### config.mk
export PLATFORM = sky130hd
export DESIGN_NAME = alu_sequencer
export DESIGN_NICKNAME = d
export VERILOG_FILES = /design/src/rtl/alu_sequencer_pkg.sv /design/src/rtl/alu_sequencer_regfile.sv /design/src/rtl/alu_sequencer.sv
export SDC_FILE = /design/constraint.sdc
export NUM_CORES = 1
export LEC_CHECK = 0
export ABC_AREA = 1
export BUFFER_PORTS_ARGS = -buffer_cell sky130_fd_sc_hd__buf_2
export CAP_MARGIN = 20
export CORE_ASPECT_RATIO = 1.25
export CORE_MARGIN = 2
export CORE_UTILIZATION = 40
export DETAILED_ROUTE_END_ITERATION = 8
export HOLD_SLACK_MARGIN = 0.03
export SLEW_MARGIN = 20
export SYNTH_ARGS = -nofsm -noshare
export SYNTH_HDL_FRONTEND = slang
export SYNTH_SLANG_ARGS = --single-unit
### constraint.sdc
create_clock -name clock -period 2.5 [get_ports clock]
set_input_delay 0.125 -clock clock [delete_from_list [all_inputs] [get_ports clock]]
set_output_delay 0.125 -clock clock [all_outputs]
set_load 0.02 [all_outputs]
### src/rtl/alu_sequencer_pkg.sv
// Shared definitions for the ALU sequencer and the benches that drive an ALU
// against it: opcodes, FSM state encoding and flag bit positions.
package alu_sequencer_pkg;

  localparam logic [3:0] OP_NOP   = 4'b0000;
  localparam logic [3:0] OP_ADD   = 4'b0001;
  localparam logic [3:0] OP_LDI   = 4'b0010;
  localparam logic [3:0] OP_SHOWR = 4'b1111;

  // Flag vector layout is {CF,ZF,SF,OF}
  localparam int FLAG_CF = 3;
  localparam int FLAG_ZF = 2;
  localparam int FLAG_SF = 1;
  localparam int FLAG_OF = 0;

  typedef enum logic [1:0] {
    S_IDLE,
    S_READ,
    S_EXEC,
    S_WB
  } seq_state_t;

  // Opcodes that need the ALU and therefore walk READ/EXEC/WB
  function automatic logic uses_alu(input logic [3:0] op);
    return (op == OP_ADD) || (op == OP_SHOWR);
  endfunction

endpackage

### src/rtl/alu_sequencer_regfile.sv
// Small register file for the sequencer: two combinational read ports and one
// synchronous write port, cleared by synchronous reset.
module seq_regfile #(
  parameter int DATA_W = 8,
  parameter int NREG   = 4,
  parameter int AW     = 2
) (
  input  logic              clock,
  input  logic              reset,
  input  logic [AW-1:0]     rd_addr1,
  input  logic [AW-1:0]     rd_addr2,
  output logic [DATA_W-1:0] rd_data1,
  output logic [DATA_W-1:0] rd_data2,
  input  logic              wr_en,
  input  logic [AW-1:0]     wr_addr,
  input  logic [DATA_W-1:0] wr_data
);

  logic [DATA_W-1:0] regs [NREG];

  always_ff @(posedge clock) begin
    if (reset) begin
      for (int i = 0; i < NREG; i++) regs[i] <= '0;
    end else if (wr_en) begin
      regs[wr_addr] <= wr_data;
    end
  end

  assign rd_data1 = regs[rd_addr1];
  assign rd_data2 = regs[rd_addr2];

endmodule

### src/rtl/alu_sequencer.sv
// Instruction sequencer that feeds an external registered ALU: single-cycle
// NOP/LDI retire from IDLE, ADD/SHOWR go through READ, EXEC and WB.
module alu_sequencer
  import alu_sequencer_pkg::*;
#(
  parameter int DATA_W = 8,
  parameter int NREG   = 4
) (
  input  logic              clock,
  input  logic              reset,
  input  logic              instr_valid,
  output logic              instr_ready,
  input  logic [7:0]        instr,
  input  logic [DATA_W-1:0] imm,
  output logic [3:0]        alu_op,
  output logic [DATA_W-1:0] alu_in1,
  output logic [DATA_W-1:0] alu_in2,
  input  logic [DATA_W-1:0] alu_res,
  input  logic [3:0]        alu_flags,
  output logic [DATA_W-1:0] show_data,
  output logic              show_valid,
  output logic [3:0]        flags,
  output logic              done,
  output logic              illegal
);

  seq_state_t state, next_state;

  logic [3:0] op_q;
  logic [1:0] rd_q;
  logic [1:0] rs2_q;

  logic [3:0] opcode;
  logic       transfer;

  logic              wr_en;
  logic [1:0]        wr_addr;
  logic [DATA_W-1:0] wr_data;
  logic [DATA_W-1:0] rd_data1;
  logic [DATA_W-1:0] rd_data2;

  assign opcode   = instr[7:4];
  assign transfer = instr_valid && instr_ready;

  // LDI writes on its accept edge so a following ADD already sees the value;
  // ADD writes at the end of WB. The two can never coincide.
  assign wr_en   = (transfer && (opcode == OP_LDI)) ||
                   ((state == S_WB) && (op_q == OP_ADD));
  assign wr_addr = (state == S_WB) ? rd_q : instr[3:2];
  assign wr_data = (state == S_WB) ? alu_res : imm;

  seq_regfile #(
    .DATA_W (DATA_W),
    .NREG   (NREG),
    .AW     (2)
  ) u_regfile (
    .clock    (clock),
    .reset    (reset),
    .rd_addr1 (rd_q),
    .rd_addr2 (rs2_q),
    .rd_data1 (rd_data1),
    .rd_data2 (rd_data2),
    .wr_en    (wr_en),
    .wr_addr  (wr_addr),
    .wr_data  (wr_data)
  );

  always_ff @(posedge clock) begin
    if (reset) state <= S_IDLE;
    else       state <= next_state;
  end

  always_comb begin
    next_state  = state;
    instr_ready = 1'b0;
    case (state)
      S_IDLE: begin
        instr_ready = 1'b1;
        if (transfer && uses_alu(opcode)) next_state = S_READ;
      end
      S_READ:  next_state = S_EXEC;
      S_EXEC:  next_state = S_WB;
      S_WB:    next_state = S_IDLE;
      default: next_state = S_IDLE;
    endcase
  end

  // Datapath registers; pulses default low and are raised for a single cycle.
  always_ff @(posedge clock) begin
    if (reset) begin
      op_q       <= OP_NOP;
      rd_q       <= '0;
      rs2_q      <= '0;
      alu_op     <= OP_NOP;
      alu_in1    <= '0;
      alu_in2    <= '0;
      show_data  <= '0;
      show_valid <= 1'b0;
      flags      <= '0;
      done       <= 1'b0;
      illegal    <= 1'b0;
    end else begin
      alu_op     <= OP_NOP;
      show_valid <= 1'b0;
      done       <= 1'b0;
      illegal    <= 1'b0;
      if (transfer) begin
        op_q  <= opcode;
        rd_q  <= instr[3:2];
        rs2_q <= instr[1:0];
        if (!uses_alu(opcode)) begin
          done    <= 1'b1;
          illegal <= (opcode != OP_NOP) && (opcode != OP_LDI);
        end
      end
      case (state)
        S_READ: begin
          alu_in1 <= rd_data1;
          alu_in2 <= rd_data2;
          alu_op  <= op_q;
        end
        S_EXEC: done <= 1'b1;
        S_WB: begin
          if (op_q == OP_ADD) flags <= alu_flags;
          if (op_q == OP_SHOWR) begin
            show_data  <= alu_res;
            show_valid <= 1'b1;
          end
        end
        default: ;
      endcase
    end
  end

endmodule

==> results of run 1 <==
==> critical path, stage by stage, from the launching register on <==
cell	delay (ns)
dfxtp_1	0.33
inv_1	0.13
ha_1	0.26
nand2_1	0.10
nor2_1	0.12
nand2_1	0.08
nand2_2	0.19
nand4_4	0.17
nand2_1	0.31
==> cell type report <==
class / instances / area [um^2] / share of cell area (%)
Sequential cell: 77 / 1862 / 43.62
Timing Repair Buffer: 82 / 467.9 / 10.96
Tap cell: 120 / 150.1 / 3.518
Inverter: 61 / 231.5 / 5.424
Multi-Input combinational cell: 273 / 1366 / 32.01
Clock buffer: 16 / 190.2 / 4.456
==> cell usage in the layout (no fill, tap or decap), types with 3 or more instances in the layout <==
cell type / netlist / routed
clkbuf_1: 13 / 3
nand4_4: 4 / 4
nor2_1: 79 / 79
nor3_1: 3 / 3
nand2_1: 60 / 60
dlygate4sd3_1: 0 / 7
edfxtp_1: 32 / 32
o211ai_1: 16 / 16
o21ai_0: 43 / 43
clkbuf_8: 0 / 13
inv_1: 57 / 57
a21oi_1: 35 / 35
buf_2: 4 / 66
buf_4: 2 / 9
ha_1: 5 / 5
dfxtp_1: 45 / 45
nand3_1: 19 / 19
==> power by group through the flow <==
stage               logic, uW  registers, uW  clock network, uW
finish                   1290           1630                904
floorplan                 867           1740                  0
detailed placement       1280           1660                  0
CTS                      1300           1630                930
global placement         1260           1650                  0
global route             1460           1660                984
==> worst min-delay path by stage <==
stage and to:
5_1_grt show_data[7]$_SDFFE_PP0P_, 2_1_floorplan illegal$_SDFF_PP0_, 3_3_place_gp show_data[0]$_SDFFE_PP0P_, 6_report show_data[2]$_SDFFE_PP0P_, 4_1_cts show_data[2]$_SDFFE_PP0P_, 3_5_place_dp rs2_q[0]$_SDFFE_PP0P_
==> logic make-up (layout without fill, tap and decap cells) <==
logic type / after synthesis / after routing / share of synthesized area (%)
and+or+nand+nor: 171 / 171 / 21.50
AOI/OAI and AO/OA: 97 / 97 / 14.99
buffers and inverters: 84 / 159 / 9.664
DFF: 77 / 77 / 52.10
adders and majority gates: 5 / 5 / 1.751
==> through the flow <==
stage                     utilization [%]  worst slack (ns)  std cells
final                               49.05            0.4779        629
after global routing                49.05            0.2542        629
after CTS                           49.05            0.4495        629
after detailed placement            46.06            0.4678        606
after global placement              46.06            0.5578        606
after floorplan                         -            0.5368        434
==> synth_stat cells <==
library cell	instances	area share [%]
nor3_1	3	0.42
nand2_1	60	6.3
nand2_2	2	0.35
edfxtp_1	32	27
a21oi_1	35	4.9
clkbuf_1	13	1.4
nor2_8	1	0.56
nand4_1	2	0.35
o211ai_1	16	3.4
buf_1	2	0.21
inv_1	57	6.0
nand3_1	19	2.7
clkinv_1	1	0.10
inv_2	2	0.21
ha_1	5	1.8
buf_4	2	0.42
buf_2	4	0.56
nand4_4	4	2.4
o21a_1	1	0.21
buf_6	2	0.63
or2_2	1	0.18
o21ai_0	43	6.0
nor2_1	79	8.3
inv_4	1	0.18
dfxtp_1	45	25
o21ai_2	2	0.49
==> per-layer routing <==
layer	part of all wire, %	track usage (%)
met1	47	22.61
met2	45	26.80
met3	5.1	3.754
met4	2.2	8.550
met5	0	0
==> state kept, by name (all words and copies together) (netlist names) <==
signal,count
alu_in2,8
show_data,8
u_regfile.regs,32
alu_in1,8
rs2_q,2
done,1
illegal,1
alu_op,4
op_q,4
state,2
show_valid,1
flags,4
rd_q,2
==> reports/results.ini, run 1 <==
[cts]
cts_setup_buffers=0
cts_tree=done
clk_latency_ns=0.35
cts_hold_buf=7
cts_sinks=77
clockBufferDepth=2
cts_inserted_buffers=9
clockRootBuffer=clkbuf_8
htreeDepth=3
path_clk_slew_ns=0.07
ctsResizeCount=0

[global_route]
grt_pass1_vias=2700
grt_max_degree=34
grt_util_all_layers_pct=17.24
grt_overflow_total=0
grt_pass1_wl_um=12680
antenna_found_initial=0

[critical_path]
r2r-start=state[0]$_SDFFE_PP0P_
endpoint_kind=flop
crit_end=u_regfile.regs[2][3]$_SDFFCE_PN0P_
startpoint=state[0]$_SDFFE_PP0P_
rr_worst_depth=8
reg2reg_to=u_regfile.regs[2][3]$_SDFFCE_PN0P_
rrSetupSlack_ns=0.48
start_kind=flop
worst_ep_required_time_ns=2.52
worst-path-max-fanout=9
path_class=reg2reg
crit_arrival_ns=2.04

[timing]
final-setup-viol-count=0
slew_viol_final=0
finalClockSkew_ns=0.006146
tns_ns=0
fin_hold_ws_ns=0.03730
hold_viol_final=0
fmax_ghz=0.4945
grt_setup_unrepaired=no
fin_crit_sh_pct=80.89
tightest_slew_ns=0.9515
period_minus_slack_ns=2.022
relSlewSlack_pct=36.48

[placement]
placed_cell_area_um2=4008
numPortBuffers=66
dp_hpwl_um=5753
place.gp.congestion=0.7905

[floorplanning]
io-pin-count=67
fp.dieW_um=88.54
die_y_um=109.7
fp.dieArea_um2=9711
initial_core_util_pct=41.07
core-area_um2=8701
row_count=38

[yosys]
ys_seq_area_share_pct=52.10
yosysWarnings=0
synth_seq_cells=77
yosysUniqueCellTypes=26
synth.avg_cell_area_um2=8.234
syn_area_um2=3573
syn_nets=470
netlist_instances=434

[detailed_routing]
via_count=2972
wirelength_um=7780
ant_nets=0
drtIter0Drc=154
wire_per_inst_um=12.37
drc=0
firstDrtPassIters=4
vias_per_cell=4.725

[power_and_ir_drop]
p_sw_share_pct=36.57
powerDensity_nw_per_um2=895.3
pwr-share-clk_pct=23.6
p_int_uw=2423
finalPower_uw=3821
peakVddDrop_v=0.0004394
comb_power_share_pct=33.6
seqPwrFrac_pct=42.7
net-switching-power_uw=1397
leakage_uw=0.001971

[finish]
fin_area_um2=4268
nets=540
filler_cell_count=885
diodes=0
drive_gt1_share_pct=19.84
area_delta_synth_final_pct=19.43

[hold_path]
hold_depth=3
hold_path_startpoint=alu_res[2]
hold_class=in2reg

[run_status]
status=finished, final reports clean

[flow_run]
max_cap_viol_count=0

Note: power is estimated with default switching activity, not from simulation.
==> run 2, diff against run 1 <==
==> constraint.sdc (replaced) <==
create_clock -name clock -period 1.84 [get_ports clock]
set_input_delay 0.092 -clock clock [delete_from_list [all_inputs] [get_ports clock]]
set_output_delay 0.092 -clock clock [all_outputs]
set_load 0.02 [all_outputs]
==> run 2 against run 1 <==
Compared with the run above:
- non-clock buffer count increased by 24
- critical endpoint is now u_regfile.regs[1][2]$_SDFFCE_PN0P_
- clock power increased by 52%
- via count increased by 2.7%
- routed wire length increased by 2.2%
- final area increased by 5.5%
- largest power group unchanged
- worst hold slack improved by 0.037 ns
- global-route usage increased by 0.072 points
- combinational power increased by 48%
- core utilization increased by 2.7 points
==> reports/results.ini, run 2 (synthesized netlist as in run 1, its figures left out) <==
[power_and_ir_drop]
powerDensity_nw_per_um2=1211
peakVddDrop_v=0.0004366
finalPower_uw=5453
leakage_uw=0.002083

[timing]
tightest_slew_ns=0.6215
grt_setup_unrepaired=no
hold_viol_final=0
slew_viol_final=0
tns_ns=0
fmax_ghz=0.5942
period_minus_slack_ns=1.683
final-setup-viol-count=0
relSlewSlack_pct=58.51
finalClockSkew_ns=0.007067
setup_slack_ns=0.1570
fin_crit_sh_pct=91.47

[finish]
largest_reg_flops=32
fin_area_um2=4503
drive_gt1_share_pct=22.70
final_common_cell=nor2_1
nets=564
layout_common_cells=nor2_1, buf_2, inv_1
diodes=0
area_delta_synth_final_pct=26.02
top_register=u_regfile.regs

[detailed_routing]
drtIter0Drc=149
vias_per_cell=4.675
drc=0
via_count=3053
firstDrtPassIters=4
ant_nets=0
wire_per_inst_um=12.17
wirelength_um=7949

[critical_path]
start_kind=flop
endpoint_kind=flop
worst-path-max-fanout=8
crit_path_top_delay_cell=dfxtp_1
path_class=reg2reg
crit_arrival_ns=1.73
crit_path_cell_trace=inv_1, ha_2, nand2_1, nor2_1, nand2_1, nand2_2, nand4_4, nand2_2
worst_path_largest_cell_delay_ns=0.33
worst_ep_required_time_ns=1.88
cp_num_buf_inv=1
cp_top_family=simple AND/OR/NAND/NOR gates

[cts]
cts_inserted_buffers=9
htreeDepth=3
cts_sinks=77
path_clk_slew_ns=0.08
clockBufferDepth=2
cts_tree=done
clockRootBuffer=clkbuf_8
cts_setup_buffers=0
clk_latency_ns=0.36

[placement]
place.gp.congestion=0.7642
pre_cts_ws_ns=0.01178
placed_cell_area_um2=4115
dp_hpwl_um=5677
numPortBuffers=66

[floorplanning]
core-area_um2=8701
fp.dieArea_um2=9711
initial_core_util_pct=41.07
fp.dieW_um=88.54
io-pin-count=67
die_y_um=109.7
row_count=38

[global_route]
grt_pass1_vias=2804
antenna_found_initial=0
grt_max_degree=34
grt_pass1_wl_um=12880
grt_overflow_total=0
grt_util_all_layers_pct=17.31

[hold_path]
hold_class=in2reg

[flow_run]
max_cap_viol_count=0

[run_status]
status=finished, final reports clean

[run 2: what timing repair did]
item,4_1_cts,5_1_grt
hold buffers,17,0
resized for setup,0,5
endpoints found under the setup margin,0,32
endpoints found under the hold margin,16,0
[run 2: routing by layer]
metal	track usage, %	routed length [um]
met1	22.04	3687
met2	28.30	3789
met3	4.505	337
met4	6.169	135
met5	0	0
[run 2: path summary, 6_finish.rpt]
kind                                             from                                  to  slack (ns)  cells after the start
worst max register to register  state[0]$_SDFFE_PP0P_  u_regfile.regs[1][2]$_SDFFCE_PN0P_        0.16                      8
worst min-delay path                         instr[4]                op_q[0]$_SDFFE_PP0P_        0.07                      3
worst min register to register  flags[2]$_SDFFE_PP0P_               flags[2]$_SDFFE_PP0P_        0.45                      2
worst max-delay path            state[0]$_SDFFE_PP0P_  u_regfile.regs[1][2]$_SDFFCE_PN0P_        0.16                      8
[run 2: through the flow]
stage / cells / util [%] / hold WS [ns]
detailed placement: 620 / 47.30 / 0.3532
CTS: 653 / 51.61 / 0.06668
finish: 653 / 51.75 / 0.07464
floorplan: 434 / - / 0.2371
global placement: 620 / 47.30 / 0.3507
global route: 653 / 51.75 / 0.1084
[run 2: power breakdown]
group          leakage, uW  internal, uW  switching (uW)
clock network     0.000105           751             617
logic              0.00128           727            1180
registers         0.000698          2030             147
[run 2: layout make-up]
type                       count  area, um^2
inverter                      61       231.5
sequential                    77        1862
timing repair buffer         106       673.1
fill                         832        4198
clock buffer                  10       127.6
tap                          120       150.1
multi-input combinational    273        1381
clock inverter                 6       77.57
[run 2: tightest hold or removal path, stage by stage]
cell and delay (ns):
buf_2 0.11, o21ai_0 0.08, a21oi_1 0.11
